$ cat config.mk
export PLATFORM = sky130hd
export DESIGN_NAME = haar_cascade_sequencer
export DESIGN_NICKNAME = d
export VERILOG_FILES = /design/src/rtl/haar_pkg.sv /design/src/rtl/haar_weak_classifier_acc.sv /design/src/rtl/haar_cascade_sequencer.sv
export SDC_FILE = /design/constraint.sdc
export NUM_CORES = 1
export LEC_CHECK = 0
export ABC_AREA = 1
export BUFFER_PORTS_ARGS = -buffer_cell sky130_fd_sc_hd__clkbuf_2
export CORE_MARGIN = 2
export CORE_UTILIZATION = 61
export DETAILED_ROUTE_END_ITERATION = 12
export PLACE_DENSITY = 0.78
export SYNTH_ARGS = -nofsm -noshare
export SYNTH_HDL_FRONTEND = slang
export SYNTH_SLANG_ARGS = --single-unit
$ cat constraint.sdc
create_clock -name clk -period 4.2 [get_ports clk]
set_input_delay 0.42 -clock clk [delete_from_list [all_inputs] [get_ports clk]]
set_output_delay 0.42 -clock clk [all_outputs]
set_load 0.1 [all_outputs]
$ cat src/rtl/haar_pkg.sv
// rtl/haar_pkg.sv - shared constants, state encoding and stage tables for the Haar cascade sequencer
package haar_pkg;

   localparam int DATA_WIDTH_16           = 16;
   localparam int ADDR_WIDTH              = 10;
   localparam int ACC_WIDTH               = 24;
   localparam int NUM_STAGES              = 3;
   localparam int NUM_CLASSIFIERS_STAGE_1 = 9;
   localparam int NUM_CLASSIFIERS_STAGE_2 = 16;
   localparam int NUM_CLASSIFIERS_STAGE_3 = 27;
   localparam int NUM_CLASSIFIER          = NUM_CLASSIFIERS_STAGE_1 + NUM_CLASSIFIERS_STAGE_2
                                          + NUM_CLASSIFIERS_STAGE_3;

   localparam int STAGE_SIZE [NUM_STAGES] = '{NUM_CLASSIFIERS_STAGE_1, NUM_CLASSIFIERS_STAGE_2,
                                              NUM_CLASSIFIERS_STAGE_3};
   localparam int STAGE_BASE [NUM_STAGES] = '{0, NUM_CLASSIFIERS_STAGE_1,
                                              NUM_CLASSIFIERS_STAGE_1 + NUM_CLASSIFIERS_STAGE_2};

   localparam int STAGE_THR_BASE = 0;
   localparam int CLS_BASE       = NUM_STAGES;
   localparam int WORDS_PER_CLS  = 3;

   localparam int STAGE_W = $clog2(NUM_STAGES + 1);
   localparam int CLS_W   = $clog2(NUM_CLASSIFIER);

   typedef enum logic [3:0] {
      ST_IDLE,
      ST_RD_STHR,
      ST_RD_THR,
      ST_RD_LEFT,
      ST_RD_RIGHT,
      ST_FEAT,
      ST_ACC,
      ST_CHK,
      ST_DONE
   } state_t;

   function automatic logic [CLS_W-1:0] stage_last_cls(input logic [STAGE_W-1:0] stage);
      logic [CLS_W-1:0] last;
      last = '0;
      for (int i = 0; i < NUM_STAGES; i++)
         if (stage == STAGE_W'(i)) last = CLS_W'(STAGE_SIZE[i] - 1);
      return last;
   endfunction

   function automatic logic [CLS_W-1:0] stage_base(input logic [STAGE_W-1:0] stage);
      logic [CLS_W-1:0] base;
      base = '0;
      for (int i = 0; i < NUM_STAGES; i++)
         if (stage == STAGE_W'(i)) base = CLS_W'(STAGE_BASE[i]);
      return base;
   endfunction

   function automatic logic signed [ACC_WIDTH-1:0] sext(input logic signed [DATA_WIDTH_16-1:0] v);
      return {{(ACC_WIDTH - DATA_WIDTH_16){v[DATA_WIDTH_16-1]}}, v};
   endfunction

endpackage

$ cat src/rtl/haar_weak_classifier_acc.sv
// rtl/haar_weak_classifier_acc.sv - signed leaf select, stage accumulator and stage pass test
module haar_weak_classifier_acc
   import haar_pkg::*;
(
   input  logic                     clk,
   input  logic                     reset,
   input  logic [DATA_WIDTH_16-1:0] rd_data,
   input  logic                     cap_stage_thr,
   input  logic                     cap_cls_thr,
   input  logic                     cap_left,
   input  logic                     cap_right,
   input  logic                     feat_load,
   input  logic [DATA_WIDTH_16-1:0] feat_value,
   input  logic                     acc_clear,
   input  logic                     acc_add,
   output logic                     stage_pass
);

   logic signed [DATA_WIDTH_16-1:0] stage_thr;
   logic signed [DATA_WIDTH_16-1:0] cls_thr;
   logic signed [DATA_WIDTH_16-1:0] leaf_left;
   logic signed [DATA_WIDTH_16-1:0] leaf_right;
   logic signed [DATA_WIDTH_16-1:0] feat;
   logic signed [ACC_WIDTH-1:0]     acc;
   logic signed [ACC_WIDTH-1:0]     leaf_sel;

   // Feature strictly below the classifier threshold takes the left leaf.
   assign leaf_sel   = (feat < cls_thr) ? sext(leaf_left) : sext(leaf_right);
   assign stage_pass = (acc >= sext(stage_thr));

   always_ff @(posedge clk) begin
      if (reset) begin
         stage_thr  <= '0;
         cls_thr    <= '0;
         leaf_left  <= '0;
         leaf_right <= '0;
         feat       <= '0;
         acc        <= '0;
      end else begin
         if (cap_stage_thr) stage_thr  <= rd_data;
         if (cap_cls_thr)   cls_thr    <= rd_data;
         if (cap_left)      leaf_left  <= rd_data;
         if (cap_right)     leaf_right <= rd_data;
         if (feat_load)     feat       <= feat_value;
         if (acc_clear)
            acc <= '0;
         else if (acc_add)
            acc <= acc + leaf_sel;
      end
   end

endmodule

$ cat src/rtl/haar_cascade_sequencer.sv
// rtl/haar_cascade_sequencer.sv - Haar cascade evaluation FSM with database address generation
// Define HAAR_STAGE_DEPTH_EN to add the stage_reached output.
module haar_cascade_sequencer
   import haar_pkg::*;
(
   input  logic                     clk,
   input  logic                     reset,
   input  logic                     start,
   output logic                     busy,
   output logic                     done,
   output logic                     face_detected,
`ifdef HAAR_STAGE_DEPTH_EN
   output logic [STAGE_W-1:0]       stage_reached,
`endif
   output logic                     mem_rd_en,
   output logic [ADDR_WIDTH-1:0]    mem_addr,
   input  logic [DATA_WIDTH_16-1:0] mem_rd_data,
   output logic                     feat_req,
   output logic [ADDR_WIDTH-1:0]    feat_idx,
   input  logic                     feat_valid,
   input  logic [DATA_WIDTH_16-1:0] feat_value
);

   state_t                state, state_next, prev_state;
   logic [STAGE_W-1:0]    stage;
   logic [CLS_W-1:0]      cls;
   logic                  stage_pass;
   logic                  last_cls;
   logic                  last_stage;
   logic                  acc_clear;
   logic [ADDR_WIDTH-1:0] cls_addr;

   assign last_cls   = (cls == stage_last_cls(stage));
   assign last_stage = (stage == STAGE_W'(NUM_STAGES - 1));
   assign feat_idx   = ADDR_WIDTH'(stage_base(stage)) + ADDR_WIDTH'(cls);
   assign cls_addr   = ADDR_WIDTH'(CLS_BASE) + ADDR_WIDTH'(WORDS_PER_CLS) * feat_idx;
   assign acc_clear  = ((state == ST_IDLE) && start)
                    || ((state == ST_CHK) && stage_pass && !last_stage);

   always_comb begin
      state_next = state;
      busy       = (state != ST_IDLE);
      done       = 1'b0;
      mem_rd_en  = 1'b0;
      mem_addr   = '0;
      feat_req   = 1'b0;
      case (state)
         ST_IDLE:
            if (start) state_next = ST_RD_STHR;
         ST_RD_STHR: begin
            mem_rd_en  = 1'b1;
            mem_addr   = ADDR_WIDTH'(STAGE_THR_BASE) + ADDR_WIDTH'(stage);
            state_next = ST_RD_THR;
         end
         ST_RD_THR: begin
            mem_rd_en  = 1'b1;
            mem_addr   = cls_addr;
            state_next = ST_RD_LEFT;
         end
         ST_RD_LEFT: begin
            mem_rd_en  = 1'b1;
            mem_addr   = cls_addr + ADDR_WIDTH'(1);
            state_next = ST_RD_RIGHT;
         end
         ST_RD_RIGHT: begin
            mem_rd_en  = 1'b1;
            mem_addr   = cls_addr + ADDR_WIDTH'(2);
            state_next = ST_FEAT;
         end
         ST_FEAT: begin
            feat_req = 1'b1;
            if (feat_valid) state_next = ST_ACC;
         end
         ST_ACC:
            state_next = last_cls ? ST_CHK : ST_RD_THR;
         ST_CHK:
            state_next = (stage_pass && !last_stage) ? ST_RD_STHR : ST_DONE;
         ST_DONE: begin
            done       = 1'b1;
            state_next = ST_IDLE;
         end
         default:
            state_next = ST_IDLE;
      endcase
   end

   always_ff @(posedge clk) begin
      if (reset) begin
         state         <= ST_IDLE;
         prev_state    <= ST_IDLE;
         stage         <= '0;
         cls           <= '0;
         face_detected <= 1'b0;
      end else begin
         state      <= state_next;
         prev_state <= state;
         case (state)
            ST_IDLE:
               if (start) begin
                  stage         <= '0;
                  cls           <= '0;
                  face_detected <= 1'b0;
               end
            ST_ACC:
               cls <= last_cls ? '0 : cls + CLS_W'(1);
            ST_CHK:
               if (stage_pass) begin
                  if (last_stage) face_detected <= 1'b1;
                  else            stage         <= stage + STAGE_W'(1);
               end
            default: ;
         endcase
      end
   end

`ifdef HAAR_STAGE_DEPTH_EN
   always_ff @(posedge clk) begin
      if (reset)
         stage_reached <= '0;
      else if ((state == ST_IDLE) && start)
         stage_reached <= '0;
      else if ((state == ST_CHK) && stage_pass)
         stage_reached <= stage_reached + STAGE_W'(1);
   end
`else
   // Without the depth output, face_detected alone reports the outcome.
`endif

   // Read data lands one cycle after its strobe, so captures key off the previous state.
   haar_weak_classifier_acc u_acc (
      .clk           (clk),
      .reset         (reset),
      .rd_data       (mem_rd_data),
      .cap_stage_thr (prev_state == ST_RD_STHR),
      .cap_cls_thr   (prev_state == ST_RD_THR),
      .cap_left      (prev_state == ST_RD_LEFT),
      .cap_right     (prev_state == ST_RD_RIGHT),
      .feat_load     ((state == ST_FEAT) && feat_valid),
      .feat_value    (feat_value),
      .acc_clear     (acc_clear),
      .acc_add       (state == ST_ACC),
      .stage_pass    (stage_pass)
   );

endmodule
==> results.py <==
metrics = {
    "run_status": {
        "status": "finished with violations",
        "violations": "setup timing",
    },
    "drt": {
        "avgViaCountPerCell": 5.62,
        "route.detailed.drc": 0,
        "ant_nets": 0,
        "wl_per_cell_um": 15.0,
        "num_vias": 8000,
        "drtIter0Drc": 752,
        "routed_wirelength_mm": 21.4,
        "dr.pass1.iters": 6,
    },
    "floorplan": {
        "ios": 61,
        "start_util_pct": 62.7,
        "die_y_um": 118,
        "fp-row-count": 41,
        "core_area_um2": 12700,
        "die_w_um": 118,
        "die-area_um2": 14000,
    },
    "cts": {
        "cts_root_buf": "clkbuf_16",
        "ctsHoldBuffers": 0,
        "clkSlewWorstSetupHoldPaths_ns": 0.05,
        "clock_latency_ns": 0.42,
        "htreeDepth": 4,
        "cts_sinks": 121,
        "clk_path_buf_depth": 2,
        "cts_buffers": 17,
        "cts_tree": "built",
    },
    "yosys": {
        "synthTopCellsByArea": "dfxtp_1, ha_1, nand2_1, a21oi_1, o21ai_0",
        "synth_edf_count": 0,
        "netlist_instances": 1161,
        "synth_flop_cell": "dfxtp_1",
        "synth.cell_area_um2": 7950,
        "ys_types": 57,
        "yosysMostFrequentCell": "nand2_1",
        "netlist_top_cells_count": "nand2_1, inv_1, a21oi_1, nor2_1, dfxtp_1",
        "ys_warn_count": 0,
        "synth_area_per_cell_um2": 6.85,
        "synth_largest_area_cell": "dfxtp_1",
        "ys_seq_elements": 121,
        "ys_async_sr_fraction_pct": 0,
        "synth_top_area_share_pct": 30.5,
        "seq_area_frac_synth_pct": 30.5,
    },
    "hold_path": {
        "hold_class": "primary input to flip-flop",
    },
    "grt": {
        "antenna_found_initial": 0,
        "grt_pass1_wl_mm": 34.3,
        "grt_remaining_overflow": 0,
        "grtUsageTotal_pct": 30.2,
        "grt_pass1_vias": 7197,
        "grt_max_degree": 70,
    },
    "power_and_ir_drop": {
        "p_total_mw": 3.83,
        "peakVddDrop_v": 0.000330,
        "p_leak_nw": 4.39,
        "power_density_nw_per_um2": 402,
    },
    "placement": {
        "place_congestion": 0.958,
        "hpwl_mm": 15.0,
        "placed_cells": 1369,
        "place_ws_ns": 0.0764,
        "place_area_um2": 8670,
        "port_buffers": 57,
    },
    "timing": {
        "setup_viol_count_final": 4,
        "setup_tns_ns": -0.599,
        "drv_slew": 0,
        "fin_hold_ws_ns": 0.251,
        "min_period_ns": 4.39,
        "max_freq_mhz": 228,
        "finalHoldViolations": 0,
        "rsz0062_at_grt": "true",
        "setup_ws_ns": -0.188,
        "worstMarginPinSlew_ns": 0.890,
        "fin_skew_ns": 0.00877,
        "fin_crit_sh_pct": 104,
        "relSlewSlack_pct": 40.6,
    },
    "worst_setup_path": {
        "worstSetupEndpointType": "output pin",
        "start_kind": "flip-flop",
        "criticalPathCategory": "flip-flop to output pin",
        "crit_required_ns": 3.78,
        "crit_path_max_fanout": 6,
        "arrival_ns": 3.97,
    },
    "cells_and_area": {
        "utilization_pct": 75.3,
        "fin_cells": 1423,
        "layout-drive-gt1-share_pct": 16.4,
        "diodes": 0,
        "final_area_um2": 9540,
        "syn2layout_area_growth_pct": 20.1,
        "layout.nets": 1359,
    },
    "job": {
        "maxCapViolations": 0,
    },
}
## critical path: stages, from the launching register on
cell      delay, ns
dfxtp_2        0.33
inv_2          0.05
ha_4           0.28
inv_4          0.05
ha_4           0.24
a31oi_4        0.13
nor2_1         0.07
nor2_2         0.18
xor2_2         0.24
buf_4          0.16
ha_1           0.22
inv_1          0.10
ha_4           0.22
a21oi_2        0.12
a21boi_2       0.19
nand2_1        0.10
nand2_2        0.11
nand3_4        0.09
nor2_8         0.15
nand2_1        0.06
nand2_1        0.08
nand3_2        0.09
nand3_4        0.11
buf_12         0.17
## registers in the layout (all words and copies together) (netlist names)
| signal | flops |
|---|---|
| face_detected | 1 |
| stage | 2 |
| state | 4 |
| u_acc.cls_thr | 16 |
| u_acc.leaf_right | 16 |
| u_acc.feat | 16 |
| prev_state | 4 |
| u_acc.stage_thr | 16 |
| cls | 6 |
| u_acc.acc | 24 |
| u_acc.leaf_left | 16 |
## report_power, final
group	internal, mW	switching [mW]
Sequential	1.24	0.0382
Clock	0.802	0.535
Combinational	0.316	0.900
## cell type report
class | count | area, µm²
Multi-Input combinational cell | 862 | 5170
Sequential cell | 121 | 2420
Tap cell | 172 | 215
Inverter | 144 | 553
Clock inverter | 9 | 67.6
Clock buffer | 23 | 478
Fill cell | 1031 | 3130
Timing Repair Buffer | 92 | 636
## kinds of logic after synthesis
kind of cell / synth area share (%)
other: 0.0472
adder cells (fa/ha/maj): 13.5
XOR/XNOR: 2.12
AND/OR/NAND/NOR: 26.3
AO/OA/AOI/OAI: 18.8
flip-flops: 30.5
buffers and inverters: 8.80
## metal layers
metal	track usage, %	wire [µm]	vias up
li1	-	-	3990
met1	40.0	9510	3662
met2	49.1	9780	302
met3	5.94	1600	46
met4	10.4	454	0
met5	0	0	-
## cells in the final DEF (no fill, tap or decap), types with 4 or more instances in the layout
cell,netlist,final
ha_4,0,10
a21oi_1,133,131
or2_2,4,4
inv_2,4,9
buf_6,1,4
o21ai_2,2,5
nand3_1,66,61
dfxtp_1,121,119
inv_1,137,128
o21ai_1,5,4
o21bai_1,6,5
clkinvlp_4,0,5
nor2_2,3,6
nand2_4,3,5
nor3_1,13,13
clkbuf_16,0,18
nand2_1,224,221
nor2_1,128,123
buf_4,3,34
a21o_1,5,5
o21ai_0,104,102
ha_1,84,73
nand3_2,4,6
o211ai_1,4,4
nand4_1,11,11
xor2_1,10,7
clkbuf_2,0,50
nand2_2,7,8
## repair_timing
item,in CTS,in global routing
endpoints found under the setup margin,5,7
buffers inserted,16,6
resized for setup,21,19
pin swaps,24,17
## path summary, 6_finish.rpt
kind	start	endpoint	slack [ns]	cells past startpoint
max	stage[0]	mem_addr[8]	-0.19	23
min reg2reg	face_detected	face_detected	0.45	2
min	feat_value[8]	u_acc.feat[8]	0.25	3
max reg2reg	u_acc.feat[15]	u_acc.acc[18]	0.32	16
Note: power is estimated with default switching activity, not from simulation.
